===== src/rtl/cdb_arbiter_pkg.sv =====
// cdb_arbiter_pkg: shared widths and requester IDs for the CDB arbiter.
package cdb_arbiter_pkg;
  localparam int Reg_Lock_Width = 5;
  localparam int Data_Width = 32;
  localparam int Num_Req = 3;
  typedef enum logic [1:0] {
    REQ_ALU = 2'd0,
    REQ_BRA = 2'd1,
    REQ_LSU = 2'd2
  } req_id_e;
endpackage


===== src/rtl/cdb_arbiter_rr_picker.sv =====
// cdb_arbiter_rr_picker: combinational round-robin priority encoder starting at i_ptr.
module cdb_arbiter_rr_picker #(
  parameter int NUM_REQ = 3,
  parameter int SRC_W = $clog2(NUM_REQ)
) (
  input  logic [NUM_REQ-1:0] i_req,
  input  logic [SRC_W-1:0]   i_ptr,
  output logic [NUM_REQ-1:0] o_grant,
  output logic [SRC_W-1:0]   o_winner,
  output logic               o_any
);
  always_comb begin
    o_grant = '0;
    o_winner = '0;
    // Scan farthest-first so the request closest to i_ptr is written last and wins.
    for (int k = NUM_REQ - 1; k >= 0; k--) begin
      if (i_req[(int'(i_ptr) + k) % NUM_REQ]) begin
        o_winner = SRC_W'((int'(i_ptr) + k) % NUM_REQ);
        o_grant = NUM_REQ'(1) << ((int'(i_ptr) + k) % NUM_REQ);
      end
    end
  end
  assign o_any = |i_req;
endmodule


===== src/rtl/cdb_arbiter.sv =====
// cdb_arbiter: per-unit one-entry result buffers arbitrated round-robin onto a
// registered common data bus broadcast, with misprediction flush.
module cdb_arbiter
  import cdb_arbiter_pkg::*;
#(
  parameter int NUM_REQ = Num_Req,
  parameter int IDX_W = Reg_Lock_Width,
  parameter int DATA_W = Data_Width
) (
  input  logic                        i_clk,
  input  logic                        i_rst_n,
  input  logic                        i_flush,
  input  logic [NUM_REQ-1:0]          i_req_valid,
  output logic [NUM_REQ-1:0]          o_req_ready,
  input  logic [NUM_REQ*IDX_W-1:0]    i_req_index,
  input  logic [NUM_REQ*DATA_W-1:0]   i_req_result,
  output logic                        o_cdb_valid,
  output logic [IDX_W-1:0]            o_cdb_index,
  output logic [DATA_W-1:0]           o_cdb_result,
  output logic [$clog2(NUM_REQ)-1:0]  o_cdb_src
);
  localparam int SRC_W = $clog2(NUM_REQ);
  logic [NUM_REQ-1:0] r_buf_valid;
  logic [IDX_W-1:0]   r_buf_index [NUM_REQ];
  logic [DATA_W-1:0]  r_buf_result [NUM_REQ];
  logic [SRC_W-1:0]   r_rr_ptr;
  logic               r_cdb_valid;
  logic [IDX_W-1:0]   r_cdb_index;
  logic [DATA_W-1:0]  r_cdb_result;
  logic [SRC_W-1:0]   r_cdb_src;
  logic [NUM_REQ-1:0] w_grant;
  logic [SRC_W-1:0]   w_winner;
  logic               w_any;

  cdb_arbiter_rr_picker #(.NUM_REQ(NUM_REQ), .SRC_W(SRC_W)) u_picker (
    .i_req    (r_buf_valid),
    .i_ptr    (r_rr_ptr),
    .o_grant  (w_grant),
    .o_winner (w_winner),
    .o_any    (w_any)
  );

  // A granted buffer drains this edge, so it can accept a refill in the same cycle.
  assign o_req_ready = {NUM_REQ{!i_flush}} & (~r_buf_valid | w_grant);

  always_ff @(posedge i_clk or negedge i_rst_n) begin
    if (!i_rst_n) begin
      r_buf_valid <= '0;
      r_rr_ptr <= '0;
      r_cdb_valid <= 1'b0;
      r_cdb_index <= '0;
      r_cdb_result <= '0;
      r_cdb_src <= '0;
      for (int i = 0; i < NUM_REQ; i++) begin
        r_buf_index[i] <= '0;
        r_buf_result[i] <= '0;
      end
    end else if (i_flush) begin
      r_buf_valid <= '0;
      r_cdb_valid <= 1'b0;
      r_rr_ptr <= '0;
    end else begin
      for (int i = 0; i < NUM_REQ; i++) begin
        if (i_req_valid[i] && o_req_ready[i]) begin
          r_buf_valid[i] <= 1'b1;
          r_buf_index[i] <= i_req_index[i*IDX_W +: IDX_W];
          r_buf_result[i] <= i_req_result[i*DATA_W +: DATA_W];
        end else if (w_grant[i]) begin
          r_buf_valid[i] <= 1'b0;
        end
      end
      r_cdb_valid <= w_any;
      if (w_any) begin
        r_cdb_index <= r_buf_index[w_winner];
        r_cdb_result <= r_buf_result[w_winner];
        r_cdb_src <= w_winner;
        r_rr_ptr <= (w_winner == SRC_W'(NUM_REQ - 1)) ? '0 : w_winner + 1'b1;
      end
    end
  end

  assign o_cdb_valid = r_cdb_valid;
  assign o_cdb_index = r_cdb_index;
  assign o_cdb_result = r_cdb_result;
  assign o_cdb_src = r_cdb_src;
endmodule


===== config.mk =====
export PLATFORM = sky130hd
export DESIGN_NAME = cdb_arbiter
export DESIGN_NICKNAME = d
export VERILOG_FILES = /design/src/rtl/cdb_arbiter_pkg.sv /design/src/rtl/cdb_arbiter_rr_picker.sv /design/src/rtl/cdb_arbiter.sv
export SDC_FILE = /design/constraint.sdc
export NUM_CORES = 1
export LEC_CHECK = 0
export ABC_AREA = 1
export BUFFER_PORTS_ARGS = -buffer_cell sky130_fd_sc_hd__buf_2
export CAP_MARGIN = 20
export CORE_ASPECT_RATIO = 0.9
export CORE_UTILIZATION = 50
export CTS_BUF_LIST = sky130_fd_sc_hd__clkbuf_4
export DETAILED_ROUTE_END_ITERATION = 7
export HOLD_SLACK_MARGIN = 0.12
export PLACE_DENSITY = 0.78
export SLEW_MARGIN = 20
export SYNTH_ARGS = -nofsm -noshare
export SYNTH_HDL_FRONTEND = slang
export SYNTH_HIERARCHICAL = 1
export SYNTH_SLANG_ARGS = --single-unit

===== constraint.sdc =====
create_clock -name i_clk -period 1.9 [get_ports i_clk]
set_input_delay 0.38 -clock i_clk [delete_from_list [all_inputs] [get_ports i_clk]]
set_output_delay 0.38 -clock i_clk [all_outputs]
set_load 0.1 [all_outputs]

After elaboration in Yosys (flattened, before gate mapping)
Index checks and enable logic that the tools add are counted.

word-level totals
  flip-flop bits (word level) = 156
  output and inout bits = 43
  word-level logic and storage cells = 78

operators by class
  $add $sub $neg = 3
  divide/modulo/power cells = 3
  order comparisons = 4
  eq/ne operators = 1
  shift-type cells = 3
  muxes and demuxes = 32
  bitwise gates (word level) = 5
  reduce and logical (&&, ||, !) cells = 13

operators by type and width
  operator                                                  number
  < comparator 32 x 4 -> 1 bit, second input constant       3
  left shift 1 x 32 -> 3 bit, first input constant          3
  binary-select mux 32 bit (select 2 bit)                   1
  modulo 32 x 3 -> 32 bit, second input constant            2
  2-to-1 mux 32 bit                                         2
  modulo 3 x 3 -> 32 bit, second input constant             1
  2-to-1 mux 1 bit                                          13
  2-to-1 mux 2 bit                                          6
  2-to-1 mux 3 bit                                          4
  binary-select mux 5 bit (select 2 bit)                    1
  2-to-1 mux 5 bit                                          2
  nonzero test 3 bit                                        3
  AND reduction 2 bit                                       4
  binary-select mux 1 bit (select 2 bit)                    3
  adder 2 x 1 -> 3 bit, second input constant               1
  adder 2 x 2 -> 3 bit, second input constant               1
  AND 3 bit                                                 1
  greater-or-equal comparator 3 bit, second input constant  1
  logical AND 1 bit                                         3
  NOT 2 -> 3 bit                                            1
  NOT 3 bit                                                 1
  bitwise OR 3 bit                                          1
  OR reduction 3 bit                                        1
  adder 2 x 1 -> 2 bit, second input constant               1
  other kinds (4)                                           4

Depth between registers and ports, before layout
Gate-level depths: netlist of the first run.

  depth after elaboration = 13
  depth in mapped cells = 17

By module
The synthesis of the first run kept the hierarchy.

modules (own cells, without submodules)
  module                 instances  cells an instance  area an instance (um^2)  seq. area each (um^2)
  cdb_arbiter            1          868                7160.6                   3903.7
  cdb_arbiter_rr_picker  1          57                 271.5                    0.0

Worst setup path after synthesis of the first run
Ideal clock, no wire load.

  kind = reg2out
  from = register r_rr_ptr[0]
  to = output o_req_ready[1]
  arrival time = 1912 ps
  required time = 1520 ps
  setup slack = -392 ps
  stages on the path, launching flop included = 14
  cells stage by stage = dfrtp_1 inv_1 ha_1 inv_2 nand3_2 nand2_1 nand2_1 nand2_1 nand2_1 nand2_1 nand2_1 inv_1 a21oi_2 buf_2

on the way
  cells in the longest elaborated chain, start to end = 10
  elaborated cells on any way between the ends = 22
  classes of those cells = add/sub: 2; div: 3; shift: 3; mux: 12; bitwise: 2

ends and longest elaborated chain
  what                                                  line                                                      text
  start: declaration                                    cdb_arbiter.sv:26                                         logic [SRC_W-1:0] r_rr_ptr;
  start signal: assignment                              cdb_arbiter.sv:77                                         r_rr_ptr <= (w_winner == SRC_W'(NUM_REQ - 1)) ? '0 : w_winner + 1'b1;
  adder 2 x 2 -> 3 bit                                  cdb_arbiter_rr_picker.sv:17, cdb_arbiter_rr_picker.sv:19
  modulo 32 x 3 -> 32 bit                               cdb_arbiter_rr_picker.sv:17, cdb_arbiter_rr_picker.sv:19
  binary-select mux 1 bit (select 2 bit)                cdb_arbiter_rr_picker.sv:17                               if (i_req[(int'(i_ptr) + k) % NUM_REQ]) begin
  2-to-1 mux 1 bit (implied by the code) (2 in series)  cdb_arbiter_rr_picker.sv:17
  2-to-1 mux 3 bit (2 in series)                        cdb_arbiter_rr_picker.sv:17
  2-to-1 mux 3 bit (*)                                  cdb_arbiter_rr_picker.sv:17
  named net w_grant[1]                                  cdb_arbiter.sv:31                                         logic [NUM_REQ-1:0] w_grant;
  bitwise OR 3 bit (*)                                  cdb_arbiter.sv:44                                         assign o_req_ready = {NUM_REQ{!i_flush}} & (~r_buf_valid | w_grant);
  AND 3 bit (*)                                         cdb_arbiter.sv:44
  end: declaration                                      cdb_arbiter.sv:14                                         output logic [NUM_REQ-1:0] o_req_ready,

The timed path passes the listed nets; every way through them passes the cells marked *. The select of a mux whose other input is x is not followed.

Worst setup path in the final report of the first run
  from = register r_rr_ptr[0]
  to = output o_req_ready[2]

Same word-level chain as after synthesis.

==> out/summary.txt, run 1 <==
outcome = finished, violations left
failing checks = negative setup slack
Die W = 131 um
post-synthesis cell type count = 18
total design power = 15.9 mW
synth warn = 6
final setup fails = 158
top cells by area, synth = dfrtp_1 53%, nand2_1 19%, nand3_1 15%, nor2_1 3.5%, buf_6 3.3%
top cell type's share of synthesized area = 52.5%
type of destination of the critical path = output port
period utilization = 154%
Crit path buffers/inverters = 4
clock-pin slew on the worst setup and hold paths = 0.15 ns
core area = 0.0143 mm^2
Final ANT Viol Nets = 0
Top FF cell, synth = dfrtp_1
CP arrival = 2.55 ns
aggregate global-route resource usage = 33.9%
clk root buf = clkbuf_4
Post-synth EDFFs = 0
Post-DP Area = 0.00862 mm^2
Worst-Margin Slew = 0.525 ns
WL/cell = 21.2 um
pin count of the biggest net entering global routing = 46
DRT Wirelength = 30800 um
Place WS = -0.276 ns
# IOs = 160
final non-filler cell total = 1455
fmax = 0.342 GHz
Clock Latency Late Sink = 0.60 ns
Synth top cells by count = 371 x nand2_1, 225 x nand3_1, 156 x dfrtp_1
die height = 118 um
Pleak = 5.86 nW
Mapped Area = 0.00743 mm^2
first-pass GRT wire length = 39000 um
flops & latches, synth = 156
Max Cap Viol = 0
CTS Buf Count = 17
initial antenna violation count = 1
ys async rst share = 100%
Synthesized Nets = 1046
Starting Density = 52.1%
Crit-path slowest cell = dfrtp_2
clk sinks = 156
worst vdd ir = 1.38 mV
total instance count after detailed placement = 1262
area grow syn2layout = 54.2%
Yosys top cell by area = dfrtp_1
CP max FO = 6
DRC errors left = 0
H-Tree Depth = 4
slowest stage delay, CP = 0.46 ns
register area share after synthesis = 52.5%
die area = 0.0154 mm^2
Initial DRC Count = 1383
cell area after layout = 0.0115 mm^2
final hold vios = 0
fin crit period = 2.93 ns
DP HPWL = 14500 um
Mean Syn Cell Area = 8.03 um^2
row cnt = 41
grt ovf = 0
drt first pass iters = 8
path type of the worst min-delay path = in -> reg
RSZ-0062 raised after global routing = yes
Vias/cell = 5.99
Worst Path Required = 1.52 ns
Top cell by count, worst path = nand2_1
Vias = 8713
Mapped Cells = 925
headroom to the max-slew limit = 65.3%
Startpoint Class = flop
fin nets = 1370
CTS tree = done
GP Congestion = 0.865
Crit path max-delay family = buffers and inverters
Clock Path Buffers = 2
IO buf count = 159
count leader, synth = nand2_1
setup ws final = -1.03 ns
PD cells = 1380 mW/mm^2
layout cells sized above 1 = 32.0%
Final Skew = 0.0390 ns
kind of critical path = reg -> out
final slew viol count = 0
cells along the critical path = buf_12 -> ha_4 -> nand2_1 -> o21ai_1 -> nand2_1 -> nand2_2 -> inv_2 -> nand2_1 -> nand2_1 -> inv_2 -> a21oi_4 -> buf_12
vias in the first global route = 7411
==> cell usage in the layout (no fill, tap or decap) <==
cell	instances
nand2_1	337
nand3_1	171
buf_2	155
dfrtp_1	154
dlygate4sd3_1	112
nor2_1	67
nand3_2	47
buf_4	39
nand2_2	28
buf_12	26
clkbuf_4	17
buf_6	14
inv_2	12
nand3_4	12
clkbuf_16	12
inv_1	7
nand2_4	5
buf_16	5
clkinv_4	4
buf_8	4
a21oi_4	3
o21ai_1	3
a21oi_1	3
inv_6	3
bufinv_16	3
ha_4	3
nor2_4	2
clkinvlp_4	2
clkinv_1	2
dfrtp_2	2
diode_2	1
nor2_8	1
inv_8	1
inv_4	1
clkinv_2	1
bufbuf_16	1
nand2_8	1
ha_1	1
==> power by group <==
group          internal, mW  switching, mW  total, mW
clock network         0.908           1.29       2.20
registers              4.30          0.834       5.13
logic                  2.60           5.92       8.52
==> worst paths after layout <==
kind	to	start	cells past startpoint	slack, ns
worst min register to register	r_buf_result[1]$_DFFE_PN0P_	r_buf_result[1]$_DFFE_PN0P_	2	0.50
max in group asynchronous	r_buf_result[26]$_DFFE_PN0P_	i_rst_n	3	1.01
min in group asynchronous	r_buf_result[42]$_DFFE_PN0P_	i_rst_n	2	0.26
worst min-delay path	r_buf_result[60]$_DFFE_PN0P_	i_req_valid[1]	3	0.15
worst max-delay path	o_req_ready[2]	r_rr_ptr[0]$_DFFE_PN0P_	12	-1.03
worst max register to register	r_buf_result[14]$_DFFE_PN0P_	r_rr_ptr[1]$_DFFE_PN0P_	21	-0.97
==> worst min-delay path: cells and delay by family <==
family / cells / cell delay, ns
simple gates: 2 / 0.16
buf+inv: 1 / 0.18
==> final cells by class <==
class	instances	area [um^2]
diodes	1	2.50
clock buffers	17	128
clock inverters	14	170
fillers	807	2800
inverters	22	97.6
multi-input cells	684	3510
flip-flops and latches	156	3910
well taps	193	241
repair buffers	368	3400
==> per-layer routing <==
metal | GRT usage, % | up-vias | share of wire, %
li1 | - | 3633 | -
met1 | 46.8 | 4068 | 36
met2 | 49.3 | 777 | 45
met3 | 9.50 | 235 | 12
met4 | 15.3 | 0 | 6.1
met5 | 0 | - | 0
==> stage by stage <==
stage          hold slack [ns]  util [%]  setup TNS, ns
3_5_place_dp             0.354      60.4         -26.59
6_report                 0.150      80.3         -93.15
5_1_grt                  0.118      80.3         -99.03
3_3_place_gp             0.354      60.4         -17.41
4_1_cts                  0.134      73.5         -25.58
2_1_floorplan           0.0844         -         -0.543
==> registers in the layout, summed over array words and instances (netlist names) <==
name and flops:
o_cdb_result 32, r_buf_valid 3, o_cdb_valid 1, r_buf_index 15
r_rr_ptr 2, o_cdb_src 2, r_buf_result 96, o_cdb_index 5
==> cells by family (layout without fill, tap and decap cells) <==
logic type	Yosys count	after routing	share of synthesized area, %
simple gates	671	671	38.6
flops	156	156	52.5
buf+inv	85	421	7.42
compound gates	9	9	0.758
fa+ha+maj	4	4	0.673
other cells	0	1	0
==> repair_timing <==
item | 4_1_cts | 5_1_grt
setup endpoints to repair | 154 | 156
hold buffers | 112 | 0
resized for setup | 54 | 119
gates cloned | 6 | 14
pin swaps | 12 | 47
buffers inserted | 11 | 20
hold endpoints to repair | 214 | 0
No activity file was read; power rests on OpenSTA's default activity.
==> run 2: changes to the inputs <==
--- a/config.mk
+++ b/config.mk
@@ -14,6 +14,7 @@
 export DETAILED_ROUTE_END_ITERATION = 7
 export HOLD_SLACK_MARGIN = 0.12
 export PLACE_DENSITY = 0.78
+export REMOVE_ABC_BUFFERS = 1
 export SLEW_MARGIN = 20
 export SYNTH_ARGS = -nofsm -noshare
 export SYNTH_HDL_FRONTEND = slang
==> run 2 against run 1 <==
Net effect:
- the flow still finishes with violations (negative setup slack)
- combinational power is 7.2% lower
- maximum frequency grew 1.8%
- count of clock-buffer cells in the layout grew 5
- register-to-register slack improved by 0.27 ns
- utilization shrank 5.1 points
- sequential share of layout area is 2.3 points higher
- critical endpoint is now o_req_ready[0]
- largest power group unchanged
- highest routed layer unchanged
==> out/summary.txt, run 2 (synthesis gave the netlist of run 1 again) <==
outcome = finished, violations left (unchanged)
Crit path max-delay family = buffers and inverters (unchanged)
first-pass GRT wire length = 41500 um (was 39000 um)
most common cell after layout, fill and taps aside = nand2_1 (unchanged)
CTS tree = done (unchanged)
H-Tree Depth = 4 (unchanged)
multi-input combinational cell area = 0.00316 mm^2 (was 0.00351 mm^2)
initial antenna violation count = 1 (unchanged)
Crit path buffers/inverters = 4 (unchanged)
CP arrival = 2.50 ns (was 2.55 ns)
period utilization = 151% (was 154%)
aggregate global-route resource usage = 35.9% (was 33.9%)
pin count of the biggest net entering global routing = 64 (was 46)
Critical R2R Launch = r_rr_ptr[0]$_DFFE_PN0P_ (was r_rr_ptr[1]$_DFFE_PN0P_)
die area = 0.0154 mm^2 (unchanged)
Crit-path slowest cell = dfrtp_1 (was dfrtp_2)
layout cells sized above 1 = 25.5% (was 32.0%)
Clk network pwr share = 13.8% (was 13.9%)
Reg2Reg Capture Point = r_buf_result[29]$_DFFE_PN0P_ (was r_buf_result[14]$_DFFE_PN0P_)
Sw Share = 50.2% (was 50.8%)
Worst Path Required = 1.52 ns (about the same)
IO buf count = 159 (unchanged)
GP Congestion = 1.00 (was 0.865)
Final ANT Viol Nets = 0 (unchanged)
cells along the critical path = buf_4 -> ha_4 -> nand2_1 -> o21ai_1 -> nand2_1 -> nand2_2 -> inv_4 -> nand2_2 -> nand2_2 -> inv_2 -> a21oi_4 -> buf_12 (was buf_12 -> ha_4 -> nand2_1 -> o21ai_1 -> nand2_1 -> nand2_2 -> inv_2 -> nand2_1 -> nand2_1 -> inv_2 -> a21oi_4 -> buf_12)
final hold vios = 0 (unchanged)
PD cells = 1390 mW/mm^2 (was 1380 mW/mm^2)
Top reg by flops = r_buf_result (unchanged)
failing checks = negative setup slack (unchanged)
Critical Path End = o_req_ready[0] (was o_req_ready[2])
vias in the first global route = 8175 (was 7411)
Starting Density = 52.1% (unchanged)
Vias/cell = 5.74 (was 5.99)
DP HPWL = 14300 um (was 14500 um)
reg2reg setup slack = -0.70 ns (was -0.97 ns)
Clock Path Buffers = 2 (unchanged)
# IOs = 160 (unchanged)
Crit path depth = 12 (unchanged)
grt ovf = 0 (unchanged)
core area = 0.0143 mm^2 (unchanged)
clock-pin slew on the worst setup and hold paths = 0.13 ns (was 0.15 ns)
commonest non-fill, non-tap cells in the layout = 351 x nand2_1, 222 x nand3_1, 156 x dfrtp_1 (was 337 x nand2_1, 171 x nand3_1, 155 x buf_2)
Clock Latency Late Sink = 0.60 ns (about the same)
DRT Wirelength = 27900 um (was 30800 um)
Top cell by count, worst path = nand2_2 (was nand2_1)
Largest register FFs = 96 (unchanged)
area grow syn2layout = 44.3% (was 54.2%)
type of destination of the critical path = output port (unchanged)
fin crit period = 2.88 ns (was 2.93 ns)
fmax = 0.348 GHz (was 0.342 GHz)
Final Skew = 0.0194 ns (was 0.0390 ns)
final slew viol count = 0 (unchanged)
final core utilization = 75.2% (was 80.3%)
headroom to the max-slew limit = 64.9% (was 65.3%)
final setup fails = 157 (was 158)
sequential cell area = 0.00390 mm^2 (was 0.00391 mm^2)
Post-DP Area = 0.00863 mm^2 (was 0.00862 mm^2)
Die W = 131 um (unchanged)
Max Cap Viol = 0 (unchanged)
CTS Buf Count = 17 (unchanged)
row cnt = 41 (unchanged)
die height = 118 um (unchanged)
CP max FO = 6 (unchanged)
Combinational Power Share = 53.1% (was 53.8%)
path type of the worst min-delay path = in -> reg (unchanged)
drt first pass iters = 6 (was 8)
Startpoint Class = flop (unchanged)
slowest stage delay, CP = 0.44 ns (was 0.46 ns)
Seq pwr share = 33.1% (was 32.4%)
WL/cell = 19.4 um (was 21.2 um)
Worst-Margin Slew = 0.531 ns (was 0.525 ns)
kind of critical path = reg -> out (unchanged)
worst hold stages = 3 (unchanged)
cell area after layout = 0.0107 mm^2 (was 0.0115 mm^2)
clk sinks = 156 (unchanged)
worst vdd ir = 0.828 mV (was 1.38 mV)
Initial DRC Count = 1014 (was 1383)
Vias = 8270 (was 8713)
fill cell count = 957 (was 807)
DRC errors left = 0 (unchanged)
clk root buf = clkbuf_4 (unchanged)
setup ws final = -0.975 ns (was -1.03 ns)
net load switching power = 7.47 mW (was 8.05 mW)
cell-internal power = 7.41 mW (was 7.81 mW)
R2R cell count = 19 (was 21)
RSZ-0062 raised after global routing = yes (unchanged)
Pleak = 5.67 nW (was 5.86 nW)
Worst Setup SP = r_rr_ptr[0]$_DFFE_PN0P_ (unchanged)
fin nets = 1354 (was 1370)
[run 2: cell count changes in the layout (fill, tap and decap cells not counted), moves of 3 or more]
cell / before / now
nand2_1: 337 / 351
buf_12: 26 / 22
clkbuf_16: 12 / 1
clkinv_4: 4 / 1
buf_6: 14 / 8
buf_4: 39 / 42
bufbuf_16: 1 / 4
nand3_1: 171 / 222
nand3_4: 12 / 6
nand2_2: 28 / 15
nand3_2: 47 / 2
inv_2: 12 / 8
clkbuf_4: 17 / 22
inv_1: 7 / 10
[run 2: cell type report]
class | count | area share [%]
Clock buffer | 22 | 1.54
Clock inverter | 9 | 0.910
Inverter | 22 | 0.933
Timing Repair Buffer | 352 | 28.5
Multi-Input combinational cell | 684 | 29.4
Antenna cell | 2 | 0.0467
Sequential cell | 156 | 36.4
Tap cell | 193 | 2.25
[run 2: stage by stage]
step | hold slack (ns) | total power, mW | TNS (ns) | std cells | setup WS, ns
final | 0.145 | 14.9 | -73.36 | 1440 | -0.975
after global routing | 0.127 | 15.4 | -83.81 | 1439 | -1.04
after CTS | 0.126 | 14.3 | -41.08 | 1435 | -0.848
after detailed placement | 0.314 | 11.5 | -39.42 | 1267 | -0.346
after global placement | 0.316 | 11.3 | -25.51 | 1267 | -0.249
after floorplan | 0.0844 | 9.49 | -218.00 | 862 | -1.63
[run 2: worst reg2reg max path, stage by stage, from the launching register on]
cell and delay (ns):
dfrtp_1 0.43, inv_2 0.08, ha_4 0.27, inv_6 0.09, nand3_4 0.08, nand2_4 0.10, nand2_2 0.08, nand2_1 0.10
nand2_1 0.08, nand2_1 0.07, nand2_1 0.06, inv_2 0.08, a21oi_4 0.07, buf_4 0.15, buf_6 0.10, buf_6 0.10
buf_8 0.13, bufbuf_16 0.28, nand3_1 0.09, nand2_1 0.07
[run 2: what timing repair did]
item                       in CTS  in global routing
gates cloned                    7                  1
setup endpoints to repair     157                158
hold endpoints to repair      267                  0
setup buffers                  18                  2
pin swaps                      11                 12
hold buffers                  112                  0
gates resized for setup        57                 30
[run 2: worst min-delay path by stage]
stage	end	slack, ns	start
after detailed placement	r_buf_index[7]$_DFFE_PN0P_	0.31	i_rst_n
after global placement	o_cdb_index[2]$_DFFE_PN0P_	0.32	i_rst_n
after CTS	r_buf_result[6]$_DFFE_PN0P_	0.13	i_req_valid[2]
after floorplan	o_cdb_index[0]$_DFFE_PN0P_	0.08	i_rst_n
final	r_buf_result[6]$_DFFE_PN0P_	0.15	i_req_valid[2]
after global routing	r_buf_result[6]$_DFFE_PN0P_	0.13	i_req_valid[2]
[run 2: routing by layer]
layer,vias up,global-route usage [%],share of wire (%)
met5,-,0,0
met4,0,19.4,5.0
met3,150,9.23,11
met2,642,56.5,46
met1,3876,44.9,38
li1,3602,-,-
[run 2: power by group through the flow]
stage                     combinational [mW]  sequential [mW]  clock [mW]
after floorplan                         2.00             7.49           0
after global placement                  6.46             4.88           0
after detailed placement                6.56             4.91           0
after CTS                               7.42             4.85        2.01
after global routing                    8.28             5.00        2.17
final                                   7.91             4.92        2.05
